File: config.mk
export PLATFORM = sky130hd
export DESIGN_NAME = mctrl_gen2
export DESIGN_NICKNAME = d
export VERILOG_FILES = /design/src/rtl/mctrl_pkg.sv /design/src/rtl/mctrl_alu_dec.sv /design/src/rtl/mctrl_gen2.sv
export SDC_FILE = /design/constraint.sdc
export NUM_CORES = 1
export LEC_CHECK = 0
export CORE_MARGIN = 2
export CORE_UTILIZATION = 37
export CTS_CLUSTER_SIZE = 20
export DETAILED_ROUTE_END_ITERATION = 12
export PLACE_DENSITY = 0.77
export SLEW_MARGIN = 20
export SYNTH_ARGS = -nofsm -noshare
export SYNTH_HDL_FRONTEND = slang
export SYNTH_SLANG_ARGS = --single-unit
export TNS_END_PERCENT = 1
File: constraint.sdc
create_clock -name clk -period 1.9 [get_ports clk]
set_clock_uncertainty 0.2 [all_clocks]
set_input_delay 0.19 -clock clk [delete_from_list [all_inputs] [get_ports clk]]
set_output_delay 0.19 -clock clk [all_outputs]
set_load 0.05 [all_outputs]
File: src/rtl/mctrl_pkg.sv
// mctrl_pkg
//   Shared definitions for the second-generation multi-cycle MIPS controller:
//   state encodings, ALU function codes, exception cause codes, opcode/funct
//   constants and the per-state datapath strobe table.
//   No ports (package).
package mctrl_pkg;

  localparam int ALU_W = 4;

  localparam logic [ALU_W-1:0] ALU_AND = 4'd0;
  localparam logic [ALU_W-1:0] ALU_OR  = 4'd1;
  localparam logic [ALU_W-1:0] ALU_ADD = 4'd2;
  localparam logic [ALU_W-1:0] ALU_XOR = 4'd3;
  localparam logic [ALU_W-1:0] ALU_SLL = 4'd4;
  localparam logic [ALU_W-1:0] ALU_SRL = 4'd5;
  localparam logic [ALU_W-1:0] ALU_SUB = 4'd6;
  localparam logic [ALU_W-1:0] ALU_SLT = 4'd7;
  localparam logic [ALU_W-1:0] ALU_SRA = 4'd8;
  localparam logic [ALU_W-1:0] ALU_NOR = 4'd12;

  localparam logic [4:0] ST_IF     = 5'd0;
  localparam logic [4:0] ST_ID     = 5'd1;
  localparam logic [4:0] ST_EX_R   = 5'd2;
  localparam logic [4:0] ST_EX_MEM = 5'd3;
  localparam logic [4:0] ST_EX_I   = 5'd4;
  localparam logic [4:0] ST_LUI_WB = 5'd5;
  localparam logic [4:0] ST_EX_BEQ = 5'd6;
  localparam logic [4:0] ST_EX_BNE = 5'd7;
  localparam logic [4:0] ST_EX_JR  = 5'd8;
  localparam logic [4:0] ST_EX_J   = 5'd9;
  localparam logic [4:0] ST_EX_JAL = 5'd10;
  localparam logic [4:0] ST_MEM_RD = 5'd11;
  localparam logic [4:0] ST_MEM_WR = 5'd12;
  localparam logic [4:0] ST_WB_R   = 5'd13;
  localparam logic [4:0] ST_WB_I   = 5'd14;
  localparam logic [4:0] ST_WB_LW  = 5'd15;
  localparam logic [4:0] ST_EXC    = 5'd16;

  localparam logic [2:0] EXC_IRQ = 3'd0;
  localparam logic [2:0] EXC_ILL = 3'd1;
  localparam logic [2:0] EXC_OVF = 3'd2;
  localparam logic [2:0] EXC_BUS = 3'd3;

  localparam logic [5:0] OP_RTYPE = 6'b000000;
  localparam logic [5:0] OP_J     = 6'b000010;
  localparam logic [5:0] OP_JAL   = 6'b000011;
  localparam logic [5:0] OP_BEQ   = 6'b000100;
  localparam logic [5:0] OP_BNE   = 6'b000101;
  localparam logic [5:0] OP_ADDI  = 6'b001000;
  localparam logic [5:0] OP_SLTI  = 6'b001010;
  localparam logic [5:0] OP_ANDI  = 6'b001100;
  localparam logic [5:0] OP_ORI   = 6'b001101;
  localparam logic [5:0] OP_XORI  = 6'b001110;
  localparam logic [5:0] OP_LUI   = 6'b001111;
  localparam logic [5:0] OP_LW    = 6'b100011;
  localparam logic [5:0] OP_SW    = 6'b101011;

  localparam logic [5:0] FN_SLL = 6'b000000;
  localparam logic [5:0] FN_SRL = 6'b000010;
  localparam logic [5:0] FN_SRA = 6'b000011;
  localparam logic [5:0] FN_JR  = 6'b001000;
  localparam logic [5:0] FN_ADD = 6'b100000;
  localparam logic [5:0] FN_SUB = 6'b100010;
  localparam logic [5:0] FN_AND = 6'b100100;
  localparam logic [5:0] FN_OR  = 6'b100101;
  localparam logic [5:0] FN_XOR = 6'b100110;
  localparam logic [5:0] FN_NOR = 6'b100111;
  localparam logic [5:0] FN_SLT = 6'b101010;

  typedef struct packed {
    logic       memRead;
    logic       memWrite;
    logic       irWrite;
    logic       iorD;
    logic       cpuMio;
    logic       regWrite;
    logic       aluSrcA;
    logic       pcWrite;
    logic       pcWriteCond;
    logic       branch;
    logic       epcWrite;
    logic       causeWrite;
    logic [1:0] regDst;
    logic [1:0] memtoReg;
    logic [1:0] aluSrcB;
    logic [1:0] pcSource;
  } strobe_t;

  // RegDst: 00 rt, 01 rd, 10 $31.  MemtoReg: 00 ALUOut, 01 MDR, 10 upper
  // immediate, 11 PC.  jr relies on rt being $0 so that ALU computes rs+0.
  function automatic strobe_t stateStrobes(input logic [4:0] st);
    strobe_t s;
    s = '0;
    case (st)
      ST_IF: begin
        s.memRead = 1'b1; s.irWrite = 1'b1; s.cpuMio = 1'b1;
        s.pcWrite = 1'b1; s.aluSrcB = 2'b01;
      end
      ST_ID:     s.aluSrcB = 2'b11;
      ST_EX_R:   s.aluSrcA = 1'b1;
      ST_EX_MEM: begin s.aluSrcA = 1'b1; s.aluSrcB = 2'b10; end
      ST_EX_I:   begin s.aluSrcA = 1'b1; s.aluSrcB = 2'b10; end
      ST_LUI_WB: begin s.regWrite = 1'b1; s.memtoReg = 2'b10; end
      ST_EX_BEQ: begin
        s.aluSrcA = 1'b1; s.pcWriteCond = 1'b1; s.branch = 1'b1; s.pcSource = 2'b01;
      end
      ST_EX_BNE: begin s.aluSrcA = 1'b1; s.pcWriteCond = 1'b1; s.pcSource = 2'b01; end
      ST_EX_JR:  begin s.aluSrcA = 1'b1; s.pcWrite = 1'b1; end
      ST_EX_J:   begin s.pcWrite = 1'b1; s.pcSource = 2'b10; end
      ST_EX_JAL: begin
        s.pcWrite = 1'b1; s.pcSource = 2'b10; s.regWrite = 1'b1;
        s.regDst = 2'b10; s.memtoReg = 2'b11;
      end
      ST_MEM_RD: begin s.memRead = 1'b1; s.iorD = 1'b1; s.cpuMio = 1'b1; end
      ST_MEM_WR: begin s.memWrite = 1'b1; s.iorD = 1'b1; s.cpuMio = 1'b1; end
      ST_WB_R:   begin s.regWrite = 1'b1; s.regDst = 2'b01; end
      ST_WB_I:   s.regWrite = 1'b1;
      ST_WB_LW:  begin s.regWrite = 1'b1; s.memtoReg = 2'b01; end
      ST_EXC: begin
        s.epcWrite = 1'b1; s.causeWrite = 1'b1; s.pcWrite = 1'b1; s.pcSource = 2'b11;
      end
      default: s = '0;
    endcase
    return s;
  endfunction

endpackage

File: src/rtl/mctrl_alu_dec.sv
// mctrl_alu_dec
//   Combinational ALU function decode for the multi-cycle controller.
//   Ports:
//     state_i   current controller state
//     opcode_i  Inst[31:26]
//     funct_i   Inst[5:0]
//     aluOp_o   ALU function code
module mctrl_alu_dec
  import mctrl_pkg::*;
(
  input  logic [4:0]       state_i,
  input  logic [5:0]       opcode_i,
  input  logic [5:0]       funct_i,
  output logic [ALU_W-1:0] aluOp_o
);

  always_comb begin
    aluOp_o = ALU_ADD;
    case (state_i)
      ST_EX_R: begin
        case (funct_i)
          FN_ADD:  aluOp_o = ALU_ADD;
          FN_SUB:  aluOp_o = ALU_SUB;
          FN_AND:  aluOp_o = ALU_AND;
          FN_OR:   aluOp_o = ALU_OR;
          FN_XOR:  aluOp_o = ALU_XOR;
          FN_NOR:  aluOp_o = ALU_NOR;
          FN_SLT:  aluOp_o = ALU_SLT;
          FN_SLL:  aluOp_o = ALU_SLL;
          FN_SRL:  aluOp_o = ALU_SRL;
          FN_SRA:  aluOp_o = ALU_SRA;
          default: aluOp_o = ALU_ADD;
        endcase
      end
      ST_EX_I: begin
        case (opcode_i)
          OP_ANDI: aluOp_o = ALU_AND;
          OP_ORI:  aluOp_o = ALU_OR;
          OP_XORI: aluOp_o = ALU_XOR;
          OP_SLTI: aluOp_o = ALU_SLT;
          default: aluOp_o = ALU_ADD;
        endcase
      end
      // Branch compare is a subtract; the datapath looks at zero.
      ST_EX_BEQ, ST_EX_BNE: aluOp_o = ALU_SUB;
      default: aluOp_o = ALU_ADD;
    endcase
  end

endmodule

File: src/rtl/mctrl_gen2.sv
// mctrl_gen2
//   Multi-cycle MIPS control FSM (second generation) with bounded memory wait,
//   precise exceptions and parameterised shift decode.
//   Ports:
//     clk, reset          clock, synchronous active-high reset
//     Inst_in             instruction register contents
//     zero, overflow      ALU flags
//     MIO_ready           memory/IO handshake
//     irq                 level interrupt request, honoured only in IF
//     state_out           current state code
//     memory/bus strobes  MemRead, MemWrite, IRWrite, IorD, CPU_MIO
//     datapath strobes    RegWrite, ALUSrcA, PCWrite, PCWriteCond, Branch
//     mux selects         RegDst, MemtoReg, ALUSrcB, PCSource
//     ALU_operation       ALU function code
//     EPCWrite, CauseWrite, exc_code   exception interface
module mctrl_gen2
  import mctrl_pkg::*;
#(
  parameter int MEM_TMO  = 16,
  parameter int OVF_TRAP = 1,
  parameter int SHIFT_EN = 1,
  parameter int ALUOP_W  = 4
) (
  input  logic               clk,
  input  logic               reset,
  input  logic [31:0]        Inst_in,
  input  logic               zero,
  input  logic               overflow,
  input  logic               MIO_ready,
  input  logic               irq,
  output logic [4:0]         state_out,
  output logic               MemRead,
  output logic               MemWrite,
  output logic               IRWrite,
  output logic               IorD,
  output logic               CPU_MIO,
  output logic               RegWrite,
  output logic               ALUSrcA,
  output logic               PCWrite,
  output logic               PCWriteCond,
  output logic               Branch,
  output logic [1:0]         RegDst,
  output logic [1:0]         MemtoReg,
  output logic [1:0]         ALUSrcB,
  output logic [1:0]         PCSource,
  output logic [ALUOP_W-1:0] ALU_operation,
  output logic               EPCWrite,
  output logic               CauseWrite,
  output logic [2:0]         exc_code
);

  localparam int CNT_W = (MEM_TMO > 2) ? $clog2(MEM_TMO) : 1;
  localparam logic [CNT_W-1:0] TMO_LAST = CNT_W'((MEM_TMO > 0) ? MEM_TMO - 1 : 0);

  logic [4:0]       state_q, state_d;
  logic [CNT_W-1:0] waitCnt_q, waitCnt_d;
  logic [2:0]       excCode_q, excCode_d;
  logic [5:0]       opcode, funct;
  logic             isShift, isAddSub, ovfTrap, memTimeout;
  logic [ALU_W-1:0] aluOp;
  strobe_t          strobes;
  logic             unusedInputs;

  assign opcode = Inst_in[31:26];
  assign funct  = Inst_in[5:0];
  // The branch outcome is resolved by the datapath from PCWriteCond/Branch.
  assign unusedInputs = ^{Inst_in[25:6], zero};

  assign isShift    = (funct == FN_SLL) || (funct == FN_SRL) || (funct == FN_SRA);
  assign isAddSub   = ((state_q == ST_EX_R) && ((funct == FN_ADD) || (funct == FN_SUB))) ||
                      ((state_q == ST_EX_I) && (opcode == OP_ADDI));
  assign ovfTrap    = (OVF_TRAP != 0) && isAddSub && overflow;
  assign memTimeout = (MEM_TMO > 0) && (waitCnt_q == TMO_LAST);

  // The wait counter only survives a stalled memory cycle; every other path
  // leaves it at zero, which covers clearing on entry to IF/MEM_RD/MEM_WR.
  always_comb begin
    state_d   = state_q;
    excCode_d = excCode_q;
    waitCnt_d = '0;
    case (state_q)
      ST_IF: begin
        if (irq) begin
          state_d = ST_EXC; excCode_d = EXC_IRQ;
        end else if (MIO_ready) begin
          state_d = ST_ID;
        end
      end
      ST_ID: begin
        case (opcode)
          OP_RTYPE: begin
            if (funct == FN_JR) state_d = ST_EX_JR;
            else if ((SHIFT_EN == 0) && isShift) begin
              state_d = ST_EXC; excCode_d = EXC_ILL;
            end else state_d = ST_EX_R;
          end
          OP_LW, OP_SW: state_d = ST_EX_MEM;
          OP_ADDI, OP_ANDI, OP_ORI, OP_XORI, OP_SLTI: state_d = ST_EX_I;
          OP_LUI: state_d = ST_LUI_WB;
          OP_J:   state_d = ST_EX_J;
          OP_JAL: state_d = ST_EX_JAL;
          OP_BEQ: state_d = ST_EX_BEQ;
          OP_BNE: state_d = ST_EX_BNE;
          default: begin state_d = ST_EXC; excCode_d = EXC_ILL; end
        endcase
      end
      ST_EX_R, ST_EX_I: begin
        if (ovfTrap) begin
          state_d = ST_EXC; excCode_d = EXC_OVF;
        end else begin
          state_d = (state_q == ST_EX_R) ? ST_WB_R : ST_WB_I;
        end
      end
      ST_EX_MEM: state_d = (opcode == OP_SW) ? ST_MEM_WR : ST_MEM_RD;
      // A ready in the timeout cycle still completes the access.
      ST_MEM_RD, ST_MEM_WR: begin
        if (MIO_ready) begin
          state_d = (state_q == ST_MEM_RD) ? ST_WB_LW : ST_IF;
        end else if (memTimeout) begin
          state_d = ST_EXC; excCode_d = EXC_BUS;
        end else begin
          waitCnt_d = waitCnt_q + 1'b1;
        end
      end
      default: state_d = ST_IF;
    endcase
  end

  always_ff @(posedge clk) begin
    if (reset) begin
      state_q   <= ST_IF;
      waitCnt_q <= '0;
      excCode_q <= EXC_IRQ;
    end else begin
      state_q   <= state_d;
      waitCnt_q <= waitCnt_d;
      excCode_q <= excCode_d;
    end
  end

  mctrl_alu_dec u_alu_dec (
    .state_i (state_q),
    .opcode_i(opcode),
    .funct_i (funct),
    .aluOp_o (aluOp)
  );

  assign strobes       = stateStrobes(state_q);
  assign state_out     = state_q;
  assign MemRead       = strobes.memRead;
  assign MemWrite      = strobes.memWrite;
  assign IRWrite       = strobes.irWrite;
  assign IorD          = strobes.iorD;
  assign CPU_MIO       = strobes.cpuMio;
  assign RegWrite      = strobes.regWrite;
  assign ALUSrcA       = strobes.aluSrcA;
  assign PCWrite       = strobes.pcWrite;
  assign PCWriteCond   = strobes.pcWriteCond;
  assign Branch        = strobes.branch;
  assign RegDst        = strobes.regDst;
  assign MemtoReg      = strobes.memtoReg;
  assign ALUSrcB       = strobes.aluSrcB;
  assign PCSource      = strobes.pcSource;
  assign EPCWrite      = strobes.epcWrite;
  assign CauseWrite    = strobes.causeWrite;
  assign ALU_operation = ALUOP_W'(aluOp);
  assign exc_code      = excCode_q;

endmodule

# --- Word level (Yosys, flattened, before mapping) ---
# Index checks and enable logic that the tools add are counted.
word_totals:
  reg_bits: 12
op_classes:
  add_sub_neg: 1
  n_eq_ne: 46
  n_mux: 35
  bitwise: 1
  n_reduce_logical: 25
op_table:
  columns: ["op", "count"]
  rows:
  - ["$eq 6x6->1 const B", 9]
  - ["$eq 6x4->1 const B", 7]
  - ["$eq 5x4->1 const B", 8]
  - ["$pmux 5 s8", 1]
  - ["$pmux 4 s9", 1]
  - ["$mux 5", 5]
  - ["$pmux 5 s5", 1]
  - ["$eq 6x2->1 const B", 4]
  - ["$pmux 3 s4", 2]
  - ["$eq 5x3->1 const B", 4]
  - ["$mux 3", 6]
  - ["$pmux 2 s3", 3]
  - ["$reduce_or 5->1", 3]
  - ["$reduce_or 2->1", 7]
  - ["$reduce_or 13->1", 1]
  - ["$eq 6x3->1 const B", 2]
  - ["$logic_not 6->1", 2]
  - ["$pmux 4 s3", 1]
  - ["$eq 5x2->1 const B", 2]
  - ["$mux 1", 10]
  - ["$mux 4", 2]
  - ["$ne 2x2->1 const B", 4]
  - ["$reduce_and 6->1", 1]
  - ["$reduce_or 6->1", 1]
  - ["17 further kinds", 21]

# --- Longest topological paths before layout ---
# Gate-level depths: netlist of run 1.
depth:
  word_depth: 7
  depth_mapped: 7
  depth_no_buf: 6

# --- Cells and area by module ---
# From an unflattened synthesis of run 1, not the netlist that was laid out.
unflattened:
  hier_cells: 204
  hier_area_um2: 1426.4
by_module_without_submodules:
  columns: ["module", "n_inst", "cells_each", "area_per_inst_um2", "seq_area_each_um2"]
  rows:
  - ["mctrl_gen2", 1, 169, 1196.1, 220.2]
  - ["mctrl_alu_dec", 1, 35, 230.2, 0.0]

# --- Worst setup path after synthesis of run 1 ---
# Ideal clock, no wire load.
synth_path:
  path_kind: "register to output"
  startpoint: "register state_q[1], in the netlist state_out[1]"
  endpoint: "output port ALU_operation[1]"
  arrival_ns: 2.976
  slack_ns: -1.466
  stages_incl_launch_ff: 4
  n_path_buf: 1
  cell_sequence: "dfxtp_1 buf_2 nand2b_1 o311ai_0"
synth_via:
  elab_chain_len: 3
synth_rtl:
  columns: ["element", "line_no", "source"]
  rows:
  - ["from (decl)", "mctrl_gen2.sv:55", "logic [4:0] state_q, state_d;"]
  - ["from (signal assigned)", "mctrl_gen2.sv:135", "state_q <= state_d;"]
  - ["$eq 5x3->1", "mctrl_alu_dec.sv:19", "case (state_i)"]
  - ["$reduce_or 2->1 (no source line)", null, null]
  - ["$pmux 4 s3 *", "mctrl_alu_dec.sv:19", null]
  - ["to (decl)", "mctrl_gen2.sv:46", "output logic [ALUOP_W-1:0] ALU_operation,"]
# Mark *: on every way between the ends. The rest lies on a longest branch, timed or not.

# --- Worst setup path in the final report of run 1 ---
layout_path:
  startpoint: "input port Inst_in[3]"
  endpoint: "output port ALU_operation[2]"
layout_via:
  elab_chain_len: 3
layout_rtl:
  columns: ["element", "line_no", "source"]
  rows:
  - ["from (decl)", "mctrl_gen2.sv:26", "input logic [31:0] Inst_in,"]
  - ["$eq 6x2->1, or another cell as far along", "mctrl_alu_dec.sv:21", "case (funct_i)"]
  - ["$pmux 4 s9 *", "mctrl_alu_dec.sv:21", null]
  - ["$pmux 4 s3 *", "mctrl_alu_dec.sv:19", null]
# Marked as above.

==> flow_metrics.py, run 1 <==
metrics = {
    "power_and_ir_drop": {
        "power.leakage_uw": 0.001124,
        "swShare": 0.4063,
        "switching_power_uw": 519.5,
        "seqPwrFrac": 0.197,
        "internal-power_uw": 759.1,
        "p_per_area_nw_per_um2": 447.0,
        "ir_worst_vdd_mv": 0.5115,
        "clkPwrFrac": 0.177,
        "p_comb_frac": 0.627,
    },
    "logic_synthesis": {
        "yosys_warnings": 0,
        "synth-seq-area-share": 0.1549,
        "syn_area_um2": 1421,
        "postSynthAreaPerCell_um2": 6.736,
        "synth-main-ff-cell": "dfxtp_1",
        "ys_types": 61,
        "async_reset_ff_frac": 0,
        "ys_seq_elements": 11,
        "postSynthCellCount": 211,
        "synth_edf_count": 0,
        "syn-num-nets": 250,
    },
    "placed_design": {
        "dpl.hpwl_mm": 4.019,
        "dpl.cell_count": 346,
        "io_buffers": 47,
        "gp_congestion": 0.8731,
    },
    "floorplan": {
        "die_y_um": 65.98,
        "die_x_um": 65.98,
        "ios": 70,
        "rows": 22,
        "initial_core_util": 0.3853,
        "core-area_um2": 3689,
        "die_area_um2": 4353,
    },
    "cells_and_area": {
        "nFillCells": 240,
        "diodes": 0,
        "fin_nets": 342,
        "drive_gt1_frac": 0.4967,
        "mostFrequentLayoutCell": "buf_4",
        "area_delta_synth_final_pct": 101.2,
        "seqCellArea_um2": 236.5,
        "final_cell_count_no_fill": 350,
        "multi_input_area_um2": 1309,
        "final_cell_mix": "buf_4, buf_12, nor2_1, nand2_1, clkdlybuf4s50_1",
    },
    "timing": {
        "period_share": 1.196,
        "rsz0062_at_grt": "yes",
        "setup_viol": 24,
        "slew_violations": 0,
        "hold_violations": 0,
        "max_freq_mhz": 440.2,
        "hold_ws_ns": 0.2435,
        "fin_ws_ns": -0.3719,
        "period_needed_ns": 2.272,
    },
    "flow_run": {
        "cap_violations": 0,
    },
    "routing": {
        "drtPass1Iterations": 4,
        "initialDrtViolationCount": 143,
        "drc": 0,
        "routed_wl_mm": 5.250,
        "dr_total_vias": 1950,
        "wl_per_cell_um": 15.00,
        "vias_per_cell": 5.571,
        "ant_nets": 0,
    },
    "clock_network": {
        "htree_levels": 1,
        "tritoncts": "done",
        "clkSinkCount": 11,
        "hold_buffers": 0,
        "cts_max_path_buffers": 2,
        "clock_latency_ns": 0.23,
        "numCtsBuffers": 3,
        "root_buffer": "clkbuf_8",
        "cts_setup_buffers": 0,
        "clk_pin_slew_ns": 0.05,
    },
    "critical_path": {
        "path_max_fanout": 6,
        "slowest_delay_ns": 0.61,
        "crit_chain": "clkdlybuf4s50_1 -> buf_4 -> inv_1 -> nand3_1 -> o21ai_0 -> a32oi_1 -> o221ai_4 -> buf_12",
        "end_kind": "primary output",
        "crit_family": "buffers and inverters",
        "cp-start-kind": "primary input",
        "required_ns": 1.51,
        "crit_path_top_delay_cell": "clkdlybuf4s50_1",
        "crit_buf_inv": 4,
        "crit_type": "primary input to primary output",
        "arrival_ns": 1.88,
    },
    "global_route": {
        "grt.overflow.total": 0,
        "groute.usage.overall": 0.2327,
        "grt_antenna_before_repair": 0,
        "grt_max_degree": 14,
        "grt_pass1_vias": 1795,
        "grt_first_pass_wirelength_mm": 8.183,
    },
    "status": {
        "violations": "setup timing",
        "status": "finished, violations left",
    },
    "min_path": {
        "hp-class": "flip-flop to flip-flop",
    },
}
[worst reg2reg max path: cells and delay by family, from the launching register on]
family          cells  cell delay (ns)
compound gates      2             0.45
buf+inv             1             0.15
flops               1             0.34
simple gates        3             0.78
[final timing paths]
| kind | end | slack (ns) | from | cells after the start |
|---|---|---|---|---|
| min reg2reg | exc_code[0] | 0.24 | exc_code[0] | 2 |
| min | exc_code[0] | 0.24 | exc_code[0] | 2 |
| max | ALU_operation[2] | -0.37 | Inst_in[3] | 8 |
| max reg2reg | exc_code[1] | -0.10 | state_out[4] | 6 |
[layout make-up]
class                   count  share of cell area
flip-flops and latches     11             0.08268
clock buffers               4             0.01575
repair buffers            107              0.4051
well taps                  48             0.02100
inverters                  12             0.01794
multi-input cells         168              0.4576
[synth_stat cells (3+ instances only)]
cell type	count	share of area
clkbuf_1	7	0.018
nor4_1	3	0.013
a21oi_1	12	0.042
nor2_1	32	0.085
nand2b_1	7	0.031
or3_1	6	0.026
nor3_1	11	0.039
nor2b_1	5	0.022
mux2i_1	3	0.021
buf_2	6	0.021
nor3b_1	3	0.016
a211oi_1	4	0.021
o22ai_1	3	0.013
a31oi_1	4	0.018
buf_4	4	0.021
nand3_1	7	0.025
or4_1	3	0.016
dfxtp_1	11	0.15
inv_1	12	0.032
nand2_1	13	0.034
[flip-flops by register name (all words and copies together), names as in the netlist]
register,cells
exc_code,2
state_out,5
waitCnt_q,4
[metrics by stage]
step                      power [µW]  TNS, ns  cell area, µm²  worst slack, ns  utilization
after floorplan                672.5   -4.358            1598          -0.3261            -
after global placement         997.2   -2.293            2678          -0.2813       0.7259
after detailed placement        1013   -2.663            2678          -0.3244       0.7259
after CTS                       1252   -2.824            2764          -0.3582       0.7493
after global routing            1332   -4.025            2860          -0.4019       0.7754
final                           1279   -2.765            2860          -0.3719       0.7754
[repair_timing]
item,CTS,global route
pin swaps,1,1
resized for setup,14,23
setup endpoints to repair,26,30
[per-layer routing]
| layer | GRT usage | vias up | wire length, µm |
|---|---|---|---|
| li1 | - | 942 | - |
| met1 | 0.2944 | 910 | 2067 |
| met2 | 0.4179 | 87 | 2741 |
| met3 | 0.02896 | 11 | 362 |
| met4 | 0.05357 | 0 | 78 |
| met5 | 0 | - | 0 |
[power by group through the flow]
stage | Combinational (µW) | Clock (µW) | Sequential [µW]
final | 801 | 226 | 252
after detailed placement | 757 | 0 | 255
after floorplan | 375 | 0 | 297
after global placement | 743 | 0 | 254
after CTS | 771 | 230 | 251
after global routing | 840 | 239 | 253
[cells by family after synthesis]
family                     count (synthesis)  synth area share
and+or+nand+nor                          110            0.4331
AOI/OAI and AO/OA                         49            0.2491
buffers and inverters                     32            0.1056
DFF                                       11            0.1549
xor gates and xnor gates                   4           0.02465
muxes                                      3           0.02113
adders and majority gates                  1          0.008801
other                                      1          0.002638
No activity file was read; power rests on OpenSTA's default activity.
==> run 2, diff against run 1 <==
--- a/config.mk
+++ b/config.mk
@@ -5,11 +5,13 @@
 export SDC_FILE = /design/constraint.sdc
 export NUM_CORES = 1
 export LEC_CHECK = 0
+export ABC_AREA = 1
 export CORE_MARGIN = 2
-export CORE_UTILIZATION = 37
+export CORE_UTILIZATION = 36
 export CTS_CLUSTER_SIZE = 20
 export DETAILED_ROUTE_END_ITERATION = 12
-export PLACE_DENSITY = 0.77
+export PLACE_DENSITY = 0.78
+export RECOVER_POWER = 25
 export SLEW_MARGIN = 20
 export SYNTH_ARGS = -nofsm -noshare
 export SYNTH_HDL_FRONTEND = slang
==> flow_metrics.py, run 2 <==
metrics = {
    "status": {
        "status": "finished, violations left",
        "violations": "setup timing",
    },
    "placed_design": {
        "placed_area_um2": 2298,
        "place_ws_ns": -0.3194,
        "gp_congestion": 0.9005,
        "io_buffers": 47,
        "dpl.hpwl_mm": 3.224,
    },
    "logic_synthesis": {
        "ys_top_cells_by_area": "dfxtp_1, nand2_1, inv_1",
        "async_reset_ff_frac": 0,
        "ys_seq_elements": 11,
        "muxShareOfSynthArea": 0,
        "ys_types": 27,
        "syn_area_um2": 1318,
        "syn-num-nets": 277,
        "synth_top_area_share": 0.1671,
        "yosys_warnings": 0,
        "synth-seq-area-share": 0.1671,
        "synthTopCellsByCount": "nand2_1, inv_1, nor2_1",
        "synth_most_common_cell": "nand2_1",
        "synth-compound-area-share": 0.08357,
        "synth_simple_gate_area_frac": 0.5793,
        "synth_edf_count": 0,
        "synth-main-ff-cell": "dfxtp_1",
        "postSynthCellCount": 238,
        "postSynthAreaPerCell_um2": 5.536,
        "synthAdderAreaFrac": 0.009497,
        "synth.largest_area_cell": "dfxtp_1",
        "synth_top_family_by_area": "simple AND/OR/NAND/NOR gates",
        "synthXorXnorAreaFrac": 0.006648,
    },
    "routing": {
        "routed_wl_mm": 4.649,
        "drtPass1Iterations": 4,
        "initialDrtViolationCount": 96,
        "dr_total_vias": 1835,
        "vias_per_cell": 4.973,
        "ant_nets": 0,
        "wl_per_cell_um": 12.60,
        "drc": 0,
    },
    "floorplan": {
        "ios": 70,
        "core-area_um2": 3416,
        "die_area_um2": 4160,
        "die_y_um": 64.50,
        "die_x_um": 64.50,
        "initial_core_util": 0.3857,
        "rows": 21,
    },
    "global_route": {
        "grt_antenna_before_repair": 0,
        "groute.usage.overall": 0.2084,
        "grt_pass1_vias": 1697,
        "grt_first_pass_wirelength_mm": 7.120,
        "grt_max_degree": 8,
        "grt.overflow.total": 0,
    },
    "timing": {
        "period_needed_ns": 1.985,
        "slew_headroom": 0.5913,
        "worst_slew_pin_slew_ns": 0.6158,
        "period_share": 1.045,
        "setup_viol": 7,
        "slew_violations": 0,
        "rsz0062_at_grt": "yes",
        "fin_ws_ns": -0.08525,
        "hold_violations": 0,
        "max_freq_mhz": 503.7,
        "tns_ns": -0.2493,
    },
    "cells_and_area": {
        "area_delta_synth_final_pct": 92.88,
        "multi_input_area_um2": 1085,
        "largest_reg_flops": 5,
        "final_area_um2": 2541,
        "fin_nets": 363,
        "mostFrequentLayoutCell": "nand2_1",
        "final_cell_mix": "nand2_1, buf_4, inv_1, nor2_1, buf_12",
        "final_core_util": 0.7440,
        "drive_gt1_frac": 0.4241,
        "seqCellArea_um2": 239.0,
        "diodes": 0,
        "nFillCells": 243,
    },
    "clock_network": {
        "htree_levels": 1,
        "tritoncts": "done",
        "numCtsBuffers": 3,
        "root_buffer": "clkbuf_4",
        "cts_max_path_buffers": 2,
        "clk_pin_slew_ns": 0.07,
        "hold_buffers": 0,
        "clkSinkCount": 11,
        "clock_latency_ns": 0.27,
    },
    "critical_path": {
        "cp-start-kind": "flip-flop",
        "required_ns": 1.51,
        "crit_type": "flip-flop to primary output",
        "path_max_fanout": 6,
        "end_kind": "primary output",
        "arrival_ns": 1.60,
    },
    "flow_run": {
        "cap_violations": 0,
    },
    "power_and_ir_drop": {
        "p_per_area_nw_per_um2": 785.6,
        "ir_worst_vdd_mv": 0.8844,
        "power_uw": 1996,
        "power.leakage_uw": 0.001303,
    },
    "min_path": {
        "hp-class": "flip-flop to flip-flop",
    },
}
run 2: changes by cell type after synthesis, moves of 6 or more:
cell,before,now
nor3_1,11,5
inv_1,12,44
or3_1,6,0
nand3_1,7,26
nand4_1,1,7
nand2b_1,7,0
nand2_1,13,55
a21oi_1,12,6
clkbuf_1,7,0
nor2_2,0,6
buf_2,6,0
run 2: what timing repair did:
| action | CTS | global route |
|---|---|---|
| hold endpoints to repair | 0 | 0 |
| pin swaps | 11 | 12 |
| endpoints found under the setup margin | 11 | 18 |
| gates resized for setup | 29 | 23 |
| setup buffers | 10 | 6 |
run 2: power breakdown:
part	internal [µW]	switching, µW
sequential	267	46.6
combinational	611	916
clock	81.1	74.4
total	959	1040
run 2: metrics by stage:
| step | hold WS, ns | cells |
|---|---|---|
| 6_report | 0.2498 | 369 |
| 5_1_grt | 0.2724 | 369 |
| 4_1_cts | 0.2566 | 363 |
| 3_3_place_gp | 0.2289 | 349 |
| 3_5_place_dp | 0.2437 | 349 |
| 2_1_floorplan | 0.05165 | 238 |
run 2: worst paths after layout:
| kind | startpoint | to | slack (ns) | cells after the start |
|---|---|---|---|---|
| max | state_out[1] | ALUSrcB[1] | -0.09 | 6 |
| min | waitCnt_q[0] | waitCnt_q[0] | 0.25 | 1 |
| max reg2reg | state_out[3] | state_out[2] | 0.06 | 10 |
| min reg2reg | waitCnt_q[0] | waitCnt_q[0] | 0.25 | 1 |
run 2: layer usage:
layer | wire (µm) | up-vias | global-route usage
met5 | 0 | - | 0
met4 | 71 | 0 | 0.03191
met3 | 278 | 12 | 0.02951
met2 | 2387 | 71 | 0.3893
met1 | 1912 | 831 | 0.2569
li1 | - | 921 | -
run 2: critical path, stage by stage (launching register included):
cell and delay, ns:
dfxtp_4 0.41, buf_4 0.14, nand3_1 0.11, nor2_1 0.22, inv_1 0.12, nand3_1 0.17, buf_12 0.16
run 2: kinds of logic after synthesis:
family	after synthesis
AND/OR/NAND/NOR	154
flip-flops	11
buffers and inverters	51
AO/OA/AOI/OAI	19
adder cells (fa/ha/maj)	1
XOR/XNOR	1
other	1
run 2: cell type report:
class                      count  share of cell area
timing repair buffer          83              0.3708
sequential                    11             0.09404
clock buffer                   4             0.01034
tap                           46             0.02265
multi-input combinational    176              0.4269
inverter                      49             0.07533
